===== src/rtl/level_score_ctrl_if.sv =====
// Link between the finish-line block and the game-flow controller.
// The finish-line side reports occupied homes and level completion and
// receives the game-reset request back.
interface level_score_ctrl_if;
    logic [4:0] FrogFinished;
    logic       GoNextLevel;
    logic       ResetGame;

    modport master (
        output FrogFinished,
        output GoNextLevel,
        input  ResetGame
    );

    modport slave (
        input  FrogFinished,
        input  GoNextLevel,
        output ResetGame
    );
endinterface


===== src/rtl/level_score_ctrl.sv =====
// Game-flow controller: runs IDLE/PLAY/LEVEL_UP/GAME_OVER, keeps score,
// lives and level, and drives freeze/respawn and the finish-line reset.
module level_score_ctrl #(
    parameter int unsigned START_LIVES     = 3,
    parameter int unsigned MAX_LEVEL       = 9,
    parameter int unsigned LEVELUP_FRAMES  = 120,
    parameter int unsigned GAMEOVER_FRAMES = 180,
    parameter int unsigned HOME_POINTS     = 50,
    parameter int unsigned LEVEL_BONUS     = 1000,
    parameter int unsigned SCORE_MAX       = 9999
) (
    input  logic                 Clk,
    input  logic                 Reset,
    input  logic                 frame_clk_rising_edge,
    input  logic                 start_key,
    input  logic                 frog_died,
    level_score_ctrl_if.slave    fin_if,
    output logic [3:0]           Level,
    output logic [2:0]           Lives,
    output logic [13:0]          Score,
    output logic [1:0]           game_state,
    output logic                 freeze,
    output logic                 frog_respawn
);

    localparam int unsigned MaxFrames =
        (LEVELUP_FRAMES > GAMEOVER_FRAMES) ? LEVELUP_FRAMES : GAMEOVER_FRAMES;
    localparam int unsigned CntW = (MaxFrames > 1) ? $clog2(MaxFrames) : 1;

    typedef enum logic [1:0] {
        StIdle     = 2'd0,
        StPlay     = 2'd1,
        StLevelUp  = 2'd2,
        StGameOver = 2'd3
    } state_e;

    state_e            r_state, w_state_nxt;
    logic [3:0]        r_level, w_level_nxt;
    logic [2:0]        r_lives, w_lives_nxt;
    logic [13:0]       r_score, w_score_nxt;
    logic [CntW-1:0]   r_cnt, w_cnt_nxt;
    logic              r_reset_game, w_reset_game_nxt;
    logic              r_freeze, w_freeze_nxt;
    logic              r_respawn, w_respawn_nxt;
    logic [4:0]        r_prev_fin;
    logic              r_prev_gnl;
    logic              r_prev_start;

    logic [4:0]        w_new_homes;
    logic              w_lvl_evt;
    logic              w_start_evt;
    logic [2:0]        w_pop;
    logic [14:0]       w_sum;

    assign w_new_homes = fin_if.FrogFinished & ~r_prev_fin;
    assign w_lvl_evt   = fin_if.GoNextLevel & ~r_prev_gnl;
    assign w_start_evt = start_key & ~r_prev_start;

    // Count newly occupied homes this cycle.
    always_comb begin
        w_pop = 3'd0;
        for (int i = 0; i < 5; i++) begin
            w_pop = w_pop + {2'b00, w_new_homes[i]};
        end
    end

    // Score sum is kept one bit wider so saturation can never wrap.
    assign w_sum = {1'b0, r_score}
                 + 15'(w_pop) * 15'(HOME_POINTS)
                 + (w_lvl_evt ? 15'(HOME_POINTS + LEVEL_BONUS) : 15'd0);

    // State register plus all registered outputs and edge-detect history.
    always_ff @(posedge Clk) begin
        if (Reset) begin
            r_state      <= StIdle;
            r_level      <= 4'd1;
            r_lives      <= 3'(START_LIVES);
            r_score      <= 14'd0;
            r_cnt        <= '0;
            r_reset_game <= 1'b1;
            r_freeze     <= 1'b1;
            r_respawn    <= 1'b0;
            r_prev_fin   <= 5'd0;
            r_prev_gnl   <= 1'b0;
            r_prev_start <= 1'b0;
        end else begin
            r_state      <= w_state_nxt;
            r_level      <= w_level_nxt;
            r_lives      <= w_lives_nxt;
            r_score      <= w_score_nxt;
            r_cnt        <= w_cnt_nxt;
            r_reset_game <= w_reset_game_nxt;
            r_freeze     <= w_freeze_nxt;
            r_respawn    <= w_respawn_nxt;
            r_prev_fin   <= fin_if.FrogFinished;
            r_prev_gnl   <= fin_if.GoNextLevel;
            r_prev_start <= start_key;
        end
    end

    // Next-state, counters and output decode.
    always_comb begin
        w_state_nxt   = r_state;
        w_level_nxt   = r_level;
        w_lives_nxt   = r_lives;
        w_score_nxt   = r_score;
        w_cnt_nxt     = r_cnt;
        w_respawn_nxt = 1'b0;

        unique case (r_state)
            StIdle: begin
                if (w_start_evt) begin
                    w_state_nxt   = StPlay;
                    w_score_nxt   = 14'd0;
                    w_level_nxt   = 4'd1;
                    w_lives_nxt   = 3'(START_LIVES);
                    w_respawn_nxt = 1'b1;
                end
            end
            StPlay: begin
                w_score_nxt = (w_sum > 15'(SCORE_MAX)) ? 14'(SCORE_MAX) : w_sum[13:0];
                if (w_new_homes != 5'd0) begin
                    w_respawn_nxt = 1'b1;
                end
                // Level completion beats a simultaneous death.
                if (w_lvl_evt) begin
                    w_state_nxt = StLevelUp;
                    w_cnt_nxt   = '0;
                end else if (frog_died) begin
                    if (r_lives > 3'd1) begin
                        w_lives_nxt   = r_lives - 3'd1;
                        w_respawn_nxt = 1'b1;
                    end else begin
                        w_lives_nxt = 3'd0;
                        w_state_nxt = StGameOver;
                        w_cnt_nxt   = '0;
                    end
                end
            end
            StLevelUp: begin
                if (frame_clk_rising_edge) begin
                    if (r_cnt == CntW'(LEVELUP_FRAMES - 1)) begin
                        w_level_nxt   = (r_level >= 4'(MAX_LEVEL)) ? r_level : r_level + 4'd1;
                        w_respawn_nxt = 1'b1;
                        w_state_nxt   = StPlay;
                        w_cnt_nxt     = '0;
                    end else begin
                        w_cnt_nxt = r_cnt + 1'b1;
                    end
                end
            end
            StGameOver: begin
                if (frame_clk_rising_edge) begin
                    if (r_cnt == CntW'(GAMEOVER_FRAMES - 1)) begin
                        w_state_nxt = StIdle;
                        w_cnt_nxt   = '0;
                    end else begin
                        w_cnt_nxt = r_cnt + 1'b1;
                    end
                end
            end
            default: w_state_nxt = StIdle;
        endcase

        w_reset_game_nxt = (w_state_nxt == StIdle) || (w_state_nxt == StGameOver);
        w_freeze_nxt     = (w_state_nxt != StPlay);
    end

    assign fin_if.ResetGame = r_reset_game;
    assign Level            = r_level;
    assign Lives            = r_lives;
    assign Score            = r_score;
    assign game_state       = r_state;
    assign freeze           = r_freeze;
    assign frog_respawn     = r_respawn;

endmodule


===== src/flat_wrapper.sv =====
// flat-port wrapper written by rule: the top's interface ports become plain ports
module level_score_ctrl_flat 
#(
    parameter int unsigned START_LIVES     = 3,
    parameter int unsigned MAX_LEVEL       = 9,
    parameter int unsigned LEVELUP_FRAMES  = 120,
    parameter int unsigned GAMEOVER_FRAMES = 180,
    parameter int unsigned HOME_POINTS     = 50,
    parameter int unsigned LEVEL_BONUS     = 1000,
    parameter int unsigned SCORE_MAX       = 9999
)
  (Clk, Reset, frame_clk_rising_edge, start_key, frog_died, Level, Lives, Score, game_state, freeze, frog_respawn, fin_if_FrogFinished, fin_if_GoNextLevel, fin_if_ResetGame);
  level_score_ctrl_if fin_if_i ();
  input  logic Clk;
  input  logic Reset;
  input  logic frame_clk_rising_edge;
  input  logic start_key;
  input  logic frog_died;
  output logic [3:0] Level;
  output logic [2:0] Lives;
  output logic [13:0] Score;
  output logic [1:0] game_state;
  output logic freeze;
  output logic frog_respawn;
  input wire logic [$bits(fin_if_i.FrogFinished)-1:0] fin_if_FrogFinished;
  input wire logic [$bits(fin_if_i.GoNextLevel)-1:0] fin_if_GoNextLevel;
  output wire logic [$bits(fin_if_i.ResetGame)-1:0] fin_if_ResetGame;
  assign fin_if_i.FrogFinished = fin_if_FrogFinished;
  assign fin_if_i.GoNextLevel = fin_if_GoNextLevel;
  assign fin_if_ResetGame = fin_if_i.ResetGame;
  level_score_ctrl #(.START_LIVES(START_LIVES), .MAX_LEVEL(MAX_LEVEL), .LEVELUP_FRAMES(LEVELUP_FRAMES), .GAMEOVER_FRAMES(GAMEOVER_FRAMES), .HOME_POINTS(HOME_POINTS), .LEVEL_BONUS(LEVEL_BONUS), .SCORE_MAX(SCORE_MAX)) u_core (.Clk(Clk), .Reset(Reset), .frame_clk_rising_edge(frame_clk_rising_edge), .start_key(start_key), .frog_died(frog_died), .fin_if(fin_if_i), .Level(Level), .Lives(Lives), .Score(Score), .game_state(game_state), .freeze(freeze), .frog_respawn(frog_respawn));
endmodule

===== config.mk =====
export PLATFORM = sky130hd
export DESIGN_NAME = level_score_ctrl_flat
export DESIGN_NICKNAME = d
export VERILOG_FILES = /design/src/rtl/level_score_ctrl_if.sv /design/src/rtl/level_score_ctrl.sv /design/src/flat_wrapper.sv
export SDC_FILE = /design/constraint.sdc
export NUM_CORES = 1
export LEC_CHECK = 0
export BUFFER_PORTS_ARGS = -buffer_cell sky130_fd_sc_hd__buf_2
export CAP_MARGIN = 40
export CORE_MARGIN = 2
export CORE_UTILIZATION = 48
export DETAILED_ROUTE_END_ITERATION = 6
export GPL_ROUTABILITY_DRIVEN = 0
export PLACE_DENSITY = 0.68
export SLEW_MARGIN = 20
export SYNTH_ARGS = -nofsm -noshare
export SYNTH_HDL_FRONTEND = slang
export SYNTH_SLANG_ARGS = --single-unit

===== constraint.sdc =====
create_clock -name Clk -period 6.45 [get_ports Clk]
set_input_delay 1.29 -clock Clk [delete_from_list [all_inputs] [get_ports Clk]]
set_output_delay 1.29 -clock Clk [all_outputs]
set_load 0.05 [all_outputs]

==> impl_metrics.tcl <==
set metrics [dict create \
    status "finished, final reports clean" \
    clk_pin_slew_ps 80 \
    wl_per_cell_um 13.92 \
    path_common_cell "ha_1" \
    maxCapViolCount 0 \
    nFillCells 534 \
    place_hpwl_um 4439 \
    cts_max_path_buffers 2 \
    worstHoldStart "u_core.Score[0]$_SDFFE_PP0P_" \
    ys_types 58 \
    chipHeight_um 80.07 \
    crit_path_cell_trace "buf_2 -> nor2b_1 -> ha_1 -> inv_1 -> fa_1 -> inv_1 -> ha_1 -> fa_1 -> inv_1 -> ha_1 -> inv_1 -> ha_1 -> ha_1 -> ha_1 -> nand4_1 -> a21oi_1 -> xor2_1 -> o2111a_2 -> o21ai_4 -> a32o_2" \
    seq_area_frac_synth_pct 29.55 \
    final_util_pct 55.80 \
    synth.ff_latch_count 41 \
    drt_iter0_markers 115 \
    grt_max_degree 30 \
    syn_area_per_cell_um2 8.790 \
    leakagePower_nw 1.380 \
    ant_nets 0 \
    postSynthCellCount 316 \
    ff_latch_area_um2 820.8 \
    start_util_pct 50.14 \
    placed_area_mm2 0.002988 \
    synth_warnings 0 \
    hold_path.class "reg2reg" \
    vias 2342 \
    antenna_found_initial 0 \
    grt_setup_unrepaired "false" \
    cpMaxStageDelayCell "fa_1" \
    nets 394 \
    rr_startpoint "u_core.r_prev_fin[1]$_SDFF_PP0_" \
    r2r_end "u_core.Score[5]$_SDFFE_PP0P_" \
    numCtsBuffers 5 \
    drtPass1Iterations 4 \
    r2r_slack_ps 1370 \
    criticalPathCategory "in2reg" \
    worstPathMaxFanout 8 \
    io_pins 37 \
    grt_pass1_vias 2121 \
    syn-num-nets 362 \
    synthFlopType "dfxtp_1" \
    hold_path_end "u_core.Score[0]$_SDFFE_PP0P_" \
    viasPerCell 5.563 \
    chipWidth_um 80.07 \
    fin_area_mm2 0.003092 \
    setup_viol 0 \
    clock.fmax_ghz 0.1709 \
    multiInputGateArea_mm2 0.001795 \
    syn_area_mm2 0.002778 \
    dieArea_mm2 0.006411 \
    h-tree-depth 2 \
    synth-edff-count 0 \
    cp.required_ps 6640 \
    skew_ps 6.541 \
    critPathArrivalTime_ps 6040 \
    insertion_delay_ps 300 \
    critPathCaptureType "flop" \
    hold_ws_ps 490.2 \
    layout_common_cells "dfxtp_1 (41), buf_2 (36), ha_1 (29), inv_1 (27), nor2_1 (26)" \
    ir_worst_vdd_mv 0.1954 \
    cts_resized 0 \
    slowest_delay_ps 560 \
    holdBufCountCts 0 \
    fin_setup_tns_ps 0 \
    routed_wirelength_um 5860 \
    layout-drive-gt1-share_pct 17.77 \
    slew_headroom_pct 62.57 \
    core_mm2 0.005540 \
    p_per_area_mw_per_mm2 259.7 \
    cts-root-buf "clkbuf_8" \
    io_buffers 36 \
    drv_slew 0 \
    worstMarginPinSlew_ps 559.3 \
    num_rows 27 \
    layout_commonest_cell "dfxtp_1" \
    n_antenna_cell 0 \
    drcViolationCount 0 \
    async_flop_share_pct 0 \
    holdPathStages 2 \
    critPathLaunchType "input pin" \
    period_share_pct 90.70 \
    overflow 0 \
    r2r_cells 20 \
    post_cts_buffers 0 \
    grt_pass1_wl_um 9929 \
    clock-sinks 41 \
    period_needed_ps 5850 \
    cts_tree "done" \
    hold_viol 0 \
    grtUsageTotal_pct 19.45 \
    area_growth_syn_to_layout_pct 11.31 \
]
cell type report:
cell class | count | area share [%]
tap | 72 | 2.914
sequential | 41 | 26.55
clock inverter | 2 | 0.4452
clock buffer | 6 | 2.671
multi-input combinational | 236 | 58.07
inverter | 27 | 3.278
timing repair buffer | 37 | 6.070
cell families (layout without fill, tap and decap cells):
group | after synthesis | count (layout) | share of synthesized area (%)
simple gates | 105 | 105 | 20.99
compound gates | 79 | 79 | 20.77
flops | 41 | 41 | 29.55
buf+inv | 39 | 72 | 5.811
fa+ha+maj | 35 | 35 | 17.39
xor+xnor | 14 | 14 | 4.415
mux | 3 | 3 | 1.081
Yosys cell counts, types with 3 or more instances:
library cell / number / area (um^2)
a211oi_1: 4 / 30.03
a211oi_2: 3 / 37.54
a21o_1: 4 / 30.03
a21oi_1: 17 / 85.08
a21oi_2: 3 / 26.28
a311oi_1: 6 / 52.55
a32o_1: 3 / 30.03
and4_1: 3 / 26.28
buf_2: 3 / 15.01
clkbuf_1: 7 / 26.28
dfxtp_1: 41 / 820.8
fa_1: 6 / 120.1
ha_1: 29 / 362.9
inv_1: 27 / 101.4
mux2i_1: 3 / 30.03
nand2_1: 17 / 63.81
nand2b_1: 13 / 81.33
nand3_1: 6 / 30.03
nand3b_1: 3 / 22.52
nand4_1: 7 / 43.79
nand4b_1: 3 / 26.28
nor2_1: 26 / 97.59
nor2b_1: 13 / 81.33
o211ai_1: 3 / 22.52
o21ai_0: 15 / 75.07
xnor2_1: 7 / 61.31
xor2_1: 7 / 61.31
worst max-delay path, delay by kind of cell:
| family | cells | cell delay, ps |
|---|---|---|
| XOR/XNOR | 1 | 260 |
| AO/OA/AOI/OAI | 4 | 900 |
| AND/OR/NAND/NOR | 2 | 430 |
| adder cells (fa/ha/maj) | 8 | 2870 |
| buffers and inverters | 5 | 290 |
stage by stage:
step	instances	power (W)	setup slack (ps)
after floorplan	316	0.0005628	777.6
after global placement	412	0.0006192	334.6
after detailed placement	412	0.0006253	240.2
after CTS	420	0.0008066	570.5
after global routing	421	0.0008608	309.3
final	421	0.0008030	599.7
state kept, by name, summed over array words and instances, names as in the netlist:
name / count
u_core.Level: 4
u_core.Lives: 3
u_core.Score: 14
u_core.fin_if.ResetGame: 1
u_core.freeze: 1
u_core.frog_respawn: 1
u_core.game_state: 2
u_core.r_cnt: 8
u_core.r_prev_fin: 5
u_core.r_prev_gnl: 1
u_core.r_prev_start: 1
power breakdown:
part           switching (W)  total, W  internal (W)
clock              0.0000947  0.000182     0.0000868
combinational       0.000215  0.000341      0.000126
sequential         0.0000124  0.000280      0.000268
layer usage:
layer | wire length (um) | up-vias | global-route usage (%)
met1 | 2975 | 1092 | 27.98
met2 | 2526 | 47 | 29.17
met4 | 72 | 0 | 5.593
met3 | 285 | 8 | 4.270
li1 | - | 1195 | -
met5 | 0 | - | 0
how the worst max path moves through the flow:
| stage | start | end | slack (ps) | depth (start not counted) |
|---|---|---|---|---|
| 3_5_place_dp | fin_if_FrogFinished[0] | u_core.Score[3]$_SDFFE_PP0P_ | 240 | 21 |
| 4_1_cts | fin_if_FrogFinished[0] | u_core.Score[3]$_SDFFE_PP0P_ | 570 | 21 |
| 3_3_place_gp | fin_if_FrogFinished[0] | u_core.Score[1]$_SDFFE_PP0P_ | 330 | 21 |
| 5_1_grt | fin_if_FrogFinished[1] | u_core.Score[3]$_SDFFE_PP0P_ | 310 | 21 |
| 6_report | fin_if_FrogFinished[0] | u_core.Score[5]$_SDFFE_PP0P_ | 600 | 20 |
| 2_1_floorplan | fin_if_FrogFinished[0] | u_core.Score[1]$_SDFFE_PP0P_ | 780 | 21 |
Note: power is estimated with default switching activity, not from simulation.
